File: config.mk
export PLATFORM = sky130hd
export DESIGN_NAME = viterbi_surv_mem
export DESIGN_NICKNAME = d
export VERILOG_FILES = /design/src/rtl/viterbi_pkg.sv /design/src/rtl/viterbi_surv_mem.sv
export SDC_FILE = /design/constraint.sdc
export NUM_CORES = 1
export LEC_CHECK = 0
export CAP_MARGIN = 20
export CORE_MARGIN = 2
export CORE_UTILIZATION = 40
export DETAILED_ROUTE_END_ITERATION = 12
export SLEW_MARGIN = 20
export SYNTH_ARGS = -nofsm -noshare
export SYNTH_HDL_FRONTEND = slang
export SYNTH_SLANG_ARGS = --single-unit
File: constraint.sdc
create_clock -name clk -period 5.1 [get_ports clk]
set_clock_uncertainty 0.2 [all_clocks]
set_input_delay 0.51 -clock clk [delete_from_list [all_inputs] [get_ports clk]]
set_output_delay 0.51 -clock clk [all_outputs]
set_load 0.01 [all_outputs]
File: src/rtl/viterbi_pkg.sv
// viterbi_pkg: shared widths, types and FSM encoding for the Viterbi traceback controller
package viterbi_pkg;
   localparam int NUM_STATES = 8;
   localparam int STATE_W = 3;
   typedef logic [STATE_W-1:0] state_t;
   typedef logic [NUM_STATES-1:0] surv_t;
   typedef enum logic [1:0] {FILL = 2'd0, TRACE = 2'd1, EMIT = 2'd2} fsm_t;
endpackage

File: src/rtl/viterbi_surv_mem.sv
// viterbi_surv_mem: DEPTH x 8 survivor store, synchronous write, asynchronous read, no reset
module viterbi_surv_mem
   import viterbi_pkg::*;
#(
   parameter int DEPTH = 16,
   localparam int AW = $clog2(DEPTH)
) (
   input  logic          clk,
   input  logic          we,
   input  logic [AW-1:0] waddr,
   input  surv_t         wdata,
   input  logic [AW-1:0] raddr,
   output surv_t         rdata
);
   surv_t mem [DEPTH];
   always_ff @(posedge clk)
      if (we) mem[waddr] <= wdata;
   assign rdata = mem[raddr];
endmodule

## Yosys cells after proc, flatten, opt, wreduce, memory -nomap -nowiden

Memory sizes are Yosys's and may differ from the RTL's.
Cells that the tools add are included.

- Register bits: 0
- Memory bits (writable): 128
- Bits of input ports: 18
- Output and inout bits: 8
- Logic and storage cells: 3
- Memories kept: 1

Memory list:

| name | words | bits a word | rd ports | clocked after Yosys merged registers in | wr ports | RTL line | RTL |
|---|---|---|---|---|---|---|---|
| mem | 16 | 8 | 1 | 0 | 1 | viterbi_surv_mem.sv:15 | `surv_t mem [DEPTH];` |

- Mux-type cells: 2

Operators by type and width:

| cell | count |
|---|---|
| 1-bit 2-to-1 mux | 2 |

## Depth between registers and ports, before layout

Gate-level depths: netlist of the first run.

- Word-level depth: 2
- Mapped depth: 5
- Mapped depth without buffers: 3

## Worst setup path before layout of the first run

No wires, ideal clock.

- Path type: input to output
- From: input port raddr[0]
- To: output port rdata[4]
- Data arrival time: 1.587 ns
- Slack: 2.803 ns
- Stages: 5
- Path buffers: 2
- Cell sequence: buf_6 > buf_6 > mux4_1 > a22oi_1 > nand2_1

- Word-level cells in the longest chain between the ends: 1

Ends and longest elaborated chain:

| element | RTL line | RTL |
|---|---|---|
| from (decl) | viterbi_surv_mem.sv:12 | `input logic [AW-1:0] raddr,` |
| memory read 16 x 8 bit | - |  |
| to (decl) | viterbi_surv_mem.sv:13 | `output surv_t rdata` |

Every way passes these cells.

## Final worst setup path of the first run

- From: input port raddr[0]
- To: output port rdata[1]

The elaborated chain is that of the path after synthesis.

==> results.sh, run 1 <==
export IMPL_dr_pass1_iters=4
export IMPL_status="finished clean"
export IMPL_htreeDepth=4
export IMPL_startpoint_type="input port"
export IMPL_die_w_um=115.7
export IMPL_cts_tree="done"
export IMPL_p_total_mw=2.413
export IMPL_yosys_area_share_xor_xnor=0
export IMPL_seq_area_frac_synth=0.7707
export IMPL_avgSynthCellArea_um2=22.57
export IMPL_cts_made_buffers=17
export IMPL_finalMaxSlewViolations=0
export IMPL_ir_worst_vdd_mv=0.2455
export IMPL_cts_clk_slew_worst_paths_ns=0.06
export IMPL_maxSlewHeadroom=0.3508
export IMPL_via_per_inst=5.213
export IMPL_overflow=0
export IMPL_layout_commonest_cell="edfxtp_1"
export IMPL_power_switching_mw=0.5075
export IMPL_tns_ns=0
export IMPL_path_buf_inv=3
export IMPL_netlist_area_mm2=0.004987
export IMPL_wl_um=9745
export IMPL_synth_area_leaders="edfxtp_1 77%, mux4_2 8.1%, mux4_1 7.4%"
export IMPL_synth_top_area_cell="edfxtp_1"
export IMPL_placement_io_buffers=25
export IMPL_grt_max_degree=33
export IMPL_nNetsFinal=278
export IMPL_syn_inst=221
export IMPL_synth_cell_types=18
export IMPL_required_ns=4.39
export IMPL_largest_reg_flops=128
export IMPL_clkPwrFrac=0.457
export IMPL_syn_to_final_growth_pct=19.24
export IMPL_max_freq_ghz=0.2808
export IMPL_placed_area_mm2=0.005399
export IMPL_io_pins=26
export IMPL_synth_top_cell_area_share=0.7707
export IMPL_endpoint_kind="output pin"
export IMPL_syn_num_nets=239
export IMPL_cts_root_buffer="clkbuf_16"
export IMPL_cpLargestDelayFamily="buffers and inverters"
export IMPL_combPwrFrac=0.052
export IMPL_grtUsageTotal=0.1646
export IMPL_dieArea_mm2=0.01338
export IMPL_pwr_density_cell_mw_per_mm2=405.7
export IMPL_antennaDiodeCount=0
export IMPL_grt_pass1_vias=2416
export IMPL_antenna_found_initial=0
export IMPL_detailed_place_hpwl_um=6073
export IMPL_max_slew_worst_pin_slew_ns=0.9702
export IMPL_fin_area_mm2=0.005947
export IMPL_min_period_over_period=0.6982
export IMPL_critPathKind="in2out"
export IMPL_yosys_area_share_simple=0.03287
export IMPL_hp_class="in2reg"
export IMPL_cp_cell_sequence="buf_2, buf_4, mux4_1, a22oi_1, nand2_1, clkdlybuf4s50_1"
export IMPL_critPathSlowestCell="mux4_1"
export IMPL_cts_num_sinks=128
export IMPL_drt_initial_drc_count=184
export IMPL_initial_core_util=0.4118
export IMPL_drive_gt1_frac=0.2051
export IMPL_finalHoldViolCount=0
export IMPL_largest_register="mem"
export IMPL_drc_errors=0
export IMPL_path_max_fanout=17
export IMPL_critPathMaxStageDelay_ns=0.59
export IMPL_fp_coreArea_mm2=0.01211
export IMPL_top_regs="mem: 128 flops"
export IMPL_layout_common_cells="128 x edfxtp_1, 24 x clkdlybuf4s50_1, 18 x mux4_2, 17 x clkbuf_16, 16 x a22oi_1"
export IMPL_synth_compound_area_frac=0.02408
export IMPL_intPower_mw=1.905
export IMPL_cp_arrival_ns=2.85
export IMPL_n_fill_cell=990
export IMPL_synth_top_family_by_area="multiplexers"
export IMPL_max_cap_violations=0
export IMPL_dr_total_vias=2299
export IMPL_gp_congestion=0.7306
export IMPL_synth_area_mux_share=0.1550
export IMPL_grt_pass1_wl_um=14910
export IMPL_ctsHoldBuffers=0
export IMPL_die_h_um=115.7
export IMPL_synth_fa_ha_area_frac=0
export IMPL_cts_buffer_depth=2
export IMPL_rows=40
export IMPL_p_sw_frac=0.2104
export IMPL_wl_per_cell_um=22.10
export IMPL_seqPwrFrac=0.491
export IMPL_power_leakage_nw=1.909
export IMPL_synth_seq_cells=128
export IMPL_final_antenna_net_count=0
export IMPL_rsz0062_at_grt="no"
export IMPL_postCtsResizedCells=0
export IMPL_cts_setup_buffers=0
export IMPL_setup_viol=0
export IMPL_synth_warnings=0
export IMPL_layout_min_cycle_time_ns=3.561
## Yosys cell counts
| master | number |
|---|---|
| nor3_1 | 4 |
| buf_4 | 1 |
| buf_6 | 3 |
| mux4_1 | 14 |
| buf_2 | 3 |
| nor2_1 | 13 |
| edfxtp_1 | 128 |
| a22oi_1 | 16 |
| clkdlybuf4s25_2 | 3 |
| nand3_1 | 1 |
| nand2_1 | 9 |
| nand3b_1 | 2 |
| or3b_2 | 1 |
| nand2b_1 | 2 |
| nor2b_1 | 1 |
| and2_1 | 1 |
| and2b_1 | 1 |
| mux4_2 | 18 |
## metrics by stage
step,hold slack (ns),instances,util,setup WS [ns]
after floorplan,0.4089,221,-,2.803
after global placement,1.236,409,0.4458,1.498
after detailed placement,1.285,409,0.4458,1.475
after CTS,0.8458,441,0.4910,1.488
after global routing,0.9021,441,0.4910,1.386
final,0.8492,441,0.4910,1.539
## kinds of logic after synthesis
kind of cell	Yosys count
multiplexers	32
flip-flops	128
AO/OA/AOI/OAI	16
AND/OR/NAND/NOR	35
buffers and inverters	10
## power by group through the flow
stage / Sequential (mW) / Clock [mW] / Combinational (mW)
6_report: 1.18 / 1.10 / 0.126
5_1_grt: 1.19 / 1.17 / 0.136
4_1_cts: 1.18 / 1.12 / 0.128
3_5_place_dp: 1.21 / 0 / 0.128
3_3_place_gp: 1.21 / 0 / 0.126
2_1_floorplan: 1.20 / 0 / 0.0683
## layout make-up
| type | instances | area [um^2] | share of cell area |
|---|---|---|---|
| Tap cell | 168 | 210.2 | 0.03535 |
| Timing Repair Buffer | 30 | 282.8 | 0.04755 |
| Clock buffer | 18 | 429.2 | 0.07217 |
| Clock inverter | 14 | 118.9 | 0.01999 |
| Multi-Input combinational cell | 83 | 1062 | 0.1786 |
| Sequential cell | 128 | 3844 | 0.6463 |
## layer usage
| metal | part of all wire | global-route usage |
|---|---|---|
| met4 | 0.015 | 0.06667 |
| met2 | 0.51 | 0.2674 |
| met5 | 0 | 0 |
| met3 | 0.046 | 0.05439 |
| met1 | 0.43 | 0.2055 |
## final timing paths
check / start / to / slack (ns) / cells past startpoint
max: raddr[0] / rdata[1] / 1.54 / 6
min: wdata[7] / mem[5][7]$_DFFE_PP_ / 0.85 / 1
Note: power is estimated with default switching activity, not from simulation.
==> run 2: changes to the inputs <==
==> constraint.sdc (replaced) <==
create_clock -name clk -period 3.7 [get_ports clk]
set_clock_uncertainty 0.2 [all_clocks]
set_input_delay 0.37 -clock clk [delete_from_list [all_inputs] [get_ports clk]]
set_output_delay 0.37 -clock clk [all_outputs]
set_load 0.01 [all_outputs]
==> results.sh, run 2 (synthesized netlist as in run 1, its figures left out) <==
export IMPL_required_ns=3.13
export IMPL_ir_worst_vdd_mv=0.3126
export IMPL_cts_buffer_depth=2
export IMPL_antenna_found_initial=0
export IMPL_path_buf_inv=3
export IMPL_dr_pass1_iters=4
export IMPL_detailed_place_hpwl_um=5792
export IMPL_cp_arrival_ns=2.31
export IMPL_die_w_um=115.7
export IMPL_nNetsFinal=286
export IMPL_worst_path_stages=6
export IMPL_cts_tree="done"
export IMPL_grt_max_degree=33
export IMPL_endpoint_kind="output pin"
export IMPL_finalMaxSlewViolations=0
export IMPL_maxSlewHeadroom=0.3169
export IMPL_largest_register="mem"
export IMPL_dr_total_vias=2329
export IMPL_critPathMaxStageDelay_ns=0.50
export IMPL_via_per_inst=5.187
export IMPL_grtUsageTotal=0.1572
export IMPL_cts_num_sinks=128
export IMPL_drc_errors=0
export IMPL_crit_top_cell="clkdlybuf4s50_1"
export IMPL_rsz0062_at_grt="no"
export IMPL_die_h_um=115.7
export IMPL_crit_start="raddr[1]"
export IMPL_critPathSlowestCell="clkdlybuf4s50_1"
export IMPL_placed_area_mm2=0.005479
export IMPL_place_inst=417
export IMPL_rows=40
export IMPL_final_antenna_net_count=0
export IMPL_grt_pass1_wl_um=14440
export IMPL_largest_reg_flops=128
export IMPL_startpoint_type="input port"
export IMPL_wl_per_cell_um=20.98
export IMPL_cpLargestDelayFamily="buffers and inverters"
export IMPL_drt_initial_drc_count=175
export IMPL_overflow=0
export IMPL_cts_clk_slew_worst_paths_ns=0.05
export IMPL_finalHoldViolCount=0
export IMPL_htreeDepth=4
export IMPL_io_pins=26
export IMPL_top_regs="mem: 128 flops"
export IMPL_tns_ns=0
export IMPL_syn_to_final_growth_pct=24.16
export IMPL_setup_viol=0
export IMPL_power_leakage_nw=2.034
export IMPL_max_slew_worst_pin_slew_ns=1.021
export IMPL_layout_common_cells="128 x edfxtp_1, 24 x clkdlybuf4s50_1, 18 x mux4_2, 17 x clkbuf_16, 16 x a22oi_1"
export IMPL_wl_um=9419
export IMPL_hp_class="in2reg"
export IMPL_n_fill_cell=971
export IMPL_finalNonFillerCells=449
export IMPL_p_total_mw=3.802
export IMPL_critPathKind="in2out"
export IMPL_cts_root_buffer="clkbuf_16"
export IMPL_drive_gt1_frac=0.2278
export IMPL_layout_min_cycle_time_ns=2.876
export IMPL_fin_area_mm2=0.006192
export IMPL_gp_congestion=0.6953
export IMPL_dieArea_mm2=0.01338
export IMPL_max_cap_violations=0
export IMPL_critical_path_endpoint="rdata[2]"
export IMPL_layout_commonest_cell="edfxtp_1"
export IMPL_cp_cell_sequence="clkdlybuf4s50_1, buf_12, mux4_1, a22oi_1, nand2_1, clkdlybuf4s50_1"
export IMPL_grt_pass1_vias=2423
export IMPL_status="finished clean"
export IMPL_path_max_fanout=32
export IMPL_postCtsResizedCells=0
export IMPL_cts_made_buffers=17
export IMPL_initial_core_util=0.4118
export IMPL_ctsHoldBuffers=0
export IMPL_cts_setup_buffers=0
export IMPL_fp_coreArea_mm2=0.01211
export IMPL_antennaDiodeCount=0
export IMPL_placement_io_buffers=25
export IMPL_pwr_density_cell_mw_per_mm2=614.0
export IMPL_min_period_over_period=0.7773
export IMPL_max_freq_ghz=0.3477
==> run 2: area by class of cell <==
type	instances	area [um^2]	share of cell area
Multi-Input combinational cell	83	1057	0.1707
Clock inverter	15	287.8	0.04647
Tap cell	168	210.2	0.03395
Clock buffer	17	425.4	0.06870
Sequential cell	128	3844	0.6207
Timing Repair Buffer	38	367.9	0.05941
==> run 2: layer usage <==
| metal | track usage | vias to the layer above | share of wire |
|---|---|---|---|
| li1 | - | 1042 | - |
| met1 | 0.1952 | 1209 | 0.43 |
| met2 | 0.2577 | 64 | 0.51 |
| met3 | 0.04393 | 14 | 0.045 |
| met4 | 0.07381 | 0 | 0.017 |
| met5 | 0 | - | 0 |
==> run 2: how the worst min path moves through the flow <==
stage | startpoint | depth (start not counted) | to
after floorplan | wdata[0] | 0 | mem[0][0]$_DFFE_PP_
after global placement | waddr[2] | 3 | mem[1][1]$_DFFE_PP_
after detailed placement | waddr[3] | 3 | mem[1][1]$_DFFE_PP_
after CTS | waddr[3] | 3 | mem[1][1]$_DFFE_PP_
after global routing | waddr[2] | 3 | mem[1][1]$_DFFE_PP_
final | waddr[3] | 3 | mem[1][1]$_DFFE_PP_
==> run 2: metrics by stage <==
step | hold WS [ns] | utilization | setup slack (ns)
3_3_place_gp | 1.081 | 0.4524 | 0.8318
6_report | 0.6759 | 0.5113 | 0.8241
4_1_cts | 0.6552 | 0.5113 | 0.7891
2_1_floorplan | 0.2689 | - | 1.637
5_1_grt | 0.7359 | 0.5113 | 0.7076
3_5_place_dp | 1.079 | 0.4524 | 0.7910
==> run 2: tightest hold or removal path, delay by kind of cell <==
kind	cells	cell delay (ns)
AND/OR/NAND/NOR	2	0.24
buffers and inverters	1	0.50
==> run 2: power by group <==
part | total [mW] | internal [mW] | leakage [nW] | switching (mW)
Sequential | 1.63 | 1.63 | 1.16 | 0.00556
Clock | 1.99 | 1.40 | 0.333 | 0.595
Combinational | 0.179 | 0.0870 | 0.544 | 0.0918
